--- src/rtl/mem_stage_pkg.sv ---
// Shared pipeline definitions: opcode constants and the memory-stage FSM encoding.
package mem_stage_pkg;

  localparam logic [5:0] OP_NOP = 6'h00;
  localparam logic [5:0] OP_LDW = 6'h23;
  localparam logic [5:0] OP_SDW = 6'h2B;

  typedef enum logic {
    ST_IDLE = 1'b0,
    ST_BUSY = 1'b1
  } mem_state_e;

  function automatic logic is_mem_op(input logic [5:0] op);
    return (op == OP_LDW) || (op == OP_SDW);
  endfunction

endpackage

--- src/rtl/mem_if_fsm.sv ---
// Data-memory interface controller: IDLE/BUSY state, request registers and upstream stall.
module mem_if_fsm
  import mem_stage_pkg::*;
(
  input  logic        clk,
  input  logic        rst_n,
  input  logic        mem_op_i,
  input  logic        aligned_i,
  input  logic        we_i,
  input  logic [31:0] addr_i,
  input  logic [31:0] wdata_i,
  input  logic        dm_ack_i,
  output logic        busy_o,
  output logic        capture_o,
  output logic        ack_done_o,
  output logic        stall_o,
  output logic        dm_req_o,
  output logic        dm_we_o,
  output logic [31:0] dm_addr_o,
  output logic [31:0] dm_wdata_o
);

  mem_state_e  state_q, state_d;
  logic        dm_we_q;
  logic [31:0] dm_addr_q, dm_wdata_q;
  logic        capture, busy;

  always_ff @(posedge clk or negedge rst_n) begin
    if (!rst_n) state_q <= ST_IDLE;
    else        state_q <= state_d;
  end

  always_comb begin
    state_d = state_q;
    case (state_q)
      ST_IDLE: if (mem_op_i && aligned_i) state_d = ST_BUSY;
      ST_BUSY: if (dm_ack_i)              state_d = ST_IDLE;
      default:                            state_d = ST_IDLE;
    endcase
  end

  // Stall drops in the ack cycle so upstream advances on the same edge as the result.
  always_comb begin
    busy       = (state_q == ST_BUSY);
    capture    = (state_q == ST_IDLE) && mem_op_i && aligned_i;
    busy_o     = busy;
    capture_o  = capture;
    ack_done_o = busy && dm_ack_i;
    dm_req_o   = busy;
    stall_o    = capture || (busy && !dm_ack_i);
  end

  always_ff @(posedge clk or negedge rst_n) begin
    if (!rst_n) begin
      dm_we_q    <= 1'b0;
      dm_addr_q  <= '0;
      dm_wdata_q <= '0;
    end else if (capture) begin
      dm_we_q    <= we_i;
      dm_addr_q  <= addr_i;
      dm_wdata_q <= wdata_i;
    end
  end

  assign dm_we_o    = dm_we_q;
  assign dm_addr_o  = dm_addr_q;
  assign dm_wdata_o = dm_wdata_q;

endmodule

--- config.mk ---
export PLATFORM = sky130hd
export DESIGN_NAME = mem_if_fsm
export DESIGN_NICKNAME = d
export VERILOG_FILES = /design/src/rtl/mem_stage_pkg.sv /design/src/rtl/mem_if_fsm.sv
export SDC_FILE = /design/constraint.sdc
export NUM_CORES = 1
export LEC_CHECK = 0
export ABC_AREA = 0
export CAP_MARGIN = 20
export CORE_ASPECT_RATIO = 0.5
export CORE_UTILIZATION = 35
export DETAILED_ROUTE_END_ITERATION = 10
export PLACE_DENSITY = 0.77
export SYNTH_ARGS = -nofsm -noshare
export SYNTH_HDL_FRONTEND = slang
export SYNTH_SLANG_ARGS = --single-unit
--- constraint.sdc ---
create_clock -name clk -period 1.5 [get_ports clk]
set_clock_uncertainty 0.2 [all_clocks]
set_input_delay 0.3 -clock clk [delete_from_list [all_inputs] [get_ports clk]]
set_output_delay 0.3 -clock clk [all_outputs]
set_load 0.02 [all_outputs]
==> results.toml <==
[floorplan]
core-area_mm2 = 0.00686
fp.dieW_um = 123
ios = 140
dieArea_mm2 = 0.00766
die_h_um = 62.4
rows = 21
initial_utilization_pct = 37.2

[cts]
cts.htree.levels = 3
cts_tree = "built"
cts_sinks = 66
clkLatencyLatePin_ns = 0.33
clk_pin_slew_ns = 0.05
cts_buffer_depth = 2
root_buffer = "clkbuf_16"
cts_inserted_buffers = 9

[grt]
grt_usage_pct = 18.6
grt_pass1_vias = 1985
grt_max_degree = 67
gr-total-overflow = 0
antenna_found_initial = 0
grt_pass1_wl_um = 10600

[placed_design]
hpwl_um = 4790
placed_cells = 374
preCtsSetupSlack_ns = -0.620
gp_congestion = 0.700
port_buffers = 139

[finish]
fillers = 506
register_area_mm2 = 0.00165
multi_input_area_um2 = 843
area_delta_synth_final_pct = 70.5
drive_gt1_share_pct = 53.0
final_cell_mix = "clkdlybuf4s50_1, dfrtp_1, mux2_2, clkdlybuf4s15_2, clkbuf_2"
finalNonFillerCells = 392
antennaDiodeCount = 0
nets = 367
final_common_cell = "clkdlybuf4s50_1"

[timing]
timing.final.crit_share_pct = 110
worst-slew-pin-transition_ns = 0.356
drv_slew = 0
hold_viol_final = 0
fmax_mhz = 607
timing.final.ws_setup_ns = -0.148
relSlewSlack_pct = 76.2
hold_slack_ns = 0.224
period_needed_ns = 1.65
setup_viol = 58
rsz0062_at_grt = "yes"

[setup_path]
cp-start-kind = "register"
worstPathMaxFanout = 4
crit_type = "reg -> out"
cp.required_ns = 1.00
critPathCaptureType = "output port"
critical_path_arrival_ns = 1.15

[synth]
ys_ff_latch = 66
syn_area_per_cell_um2 = 17.6
ys_types = 10
synth_area_mm2 = 0.00255
synthesis.nets = 215
synth-warning-count = 0
seq_area_frac_synth_pct = 64.7
netlist_instances = 145

[detailed_routing]
dr_wl_met3_um = 210
firstDrtPassIters = 4
drc = 0
vias = 1772
wirelength_um = 6810
route.met2.wl_um = 3830
maxUsedRoutingLayer = "met4"
wirelength_met1_um = 2680
via_per_inst = 4.52
final_antenna_net_count = 0
drt-wirelength-per-cell_um = 17.4
drt_iter0_markers = 50

[power]
power.density_mw_per_mm2 = 1420
peakVddDrop_mv = 0.672
leakage_nw = 1.97

[flow_run]
maxCapViolations = 0

[status]
failed_checks = "setup timing"
status = "complete, but fails checks"

[worst_hold_path]
min_path_type = "in -> reg"
==> cells in the mapped netlist (all sizes together) <==
| cell | number | area (um^2) |
|---|---|---|
| dfrtp | 66 | 1650 |
| mux2 | 65 | 796 |
| buf | 8 | 61.3 |
| inv | 2 | 7.51 |
| o21ai | 2 | 10.0 |
| and2 | 1 | 6.26 |
| nand3b | 1 | 20.0 |
==> per-stage QoR <==
stage / instance area, um^2 / TNS (ns) / utilization (%) / power [W]
detailed placement: 4090 / -27.31 / 59.6 / 0.00456
CTS: 4430 / -5.25 / 64.6 / 0.00632
floorplan: 2570 / -0.572 / - / 0.00339
global placement: 4090 / -25.80 / 59.6 / 0.00450
finish: 4350 / -5.81 / 63.5 / 0.00618
global route: 4350 / -8.10 / 63.5 / 0.00647
==> power breakdown <==
group | leakage, nW | switching [W] | total [W] | internal [W]
registers | 0.775 | 0.000205 | 0.00238 | 0.00218
clock network | 0.129 | 0.000657 | 0.00185 | 0.00119
logic | 1.07 | 0.000942 | 0.00196 | 0.00102
==> flip-flops by register name, summed over array words and instances (netlist names) <==
name        cells
dm_we_o         1
dm_wdata_o     32
busy_o          1
dm_addr_o      32
==> cell type report <==
type | instances | share of cell area [%]
timing repair buffer | 149 | 33.8
multi-input combinational | 69 | 19.4
tap | 92 | 2.65
clock buffer | 14 | 6.07
sequential | 66 | 38.0
inverter | 2 | 0.173
==> kinds of logic after synthesis <==
kind of cell           synth area share [%]
AOI/OAI and AO/OA                     0.392
DFF                                    64.7
buffers and inverters                  2.70
muxes                                  31.2
and+or+nand+nor                        1.03
==> worst max-delay path: stages, from the launching register on <==
cell      delay, ns
dfrtp_2        0.42
nand3b_4       0.20
o21ai_4        0.07
buf_6          0.13
==> layer usage <==
| metal | track usage [%] | vias to the layer above |
|---|---|---|
| met5 | 0 | - |
| met1 | 21.0 | 918 |
| met2 | 33.6 | 35 |
| met4 | 7.62 | 0 |
| li1 | - | 810 |
| met3 | 4.56 | 9 |
==> path summary, 6_finish.rpt <==
kind                                start              to  slack [ns]  depth (start not counted)
max                                busy_o         stall_o       -0.15                          3
max reg2reg                        busy_o   dm_addr_o[10]       -0.14                          4
max in group asynchronous           rst_n  dm_wdata_o[29]        0.48                          3
min                              dm_ack_i          busy_o        0.22                          2
min in group asynchronous           rst_n   dm_addr_o[20]        0.32                          3
min reg2reg                dm_wdata_o[24]  dm_wdata_o[24]        0.30                          1
==> what timing repair did <==
action / in CTS / in global routing
gates cloned: 0 / 2
hold buffers: 1 / 0
setup endpoints to repair: 123 / 95
buffers inserted: 1 / 1
endpoints found under the hold margin: 66 / 0
resized for setup: 203 / 25
pin swaps: 0 / 0
(Power assumes the default switching activity.)
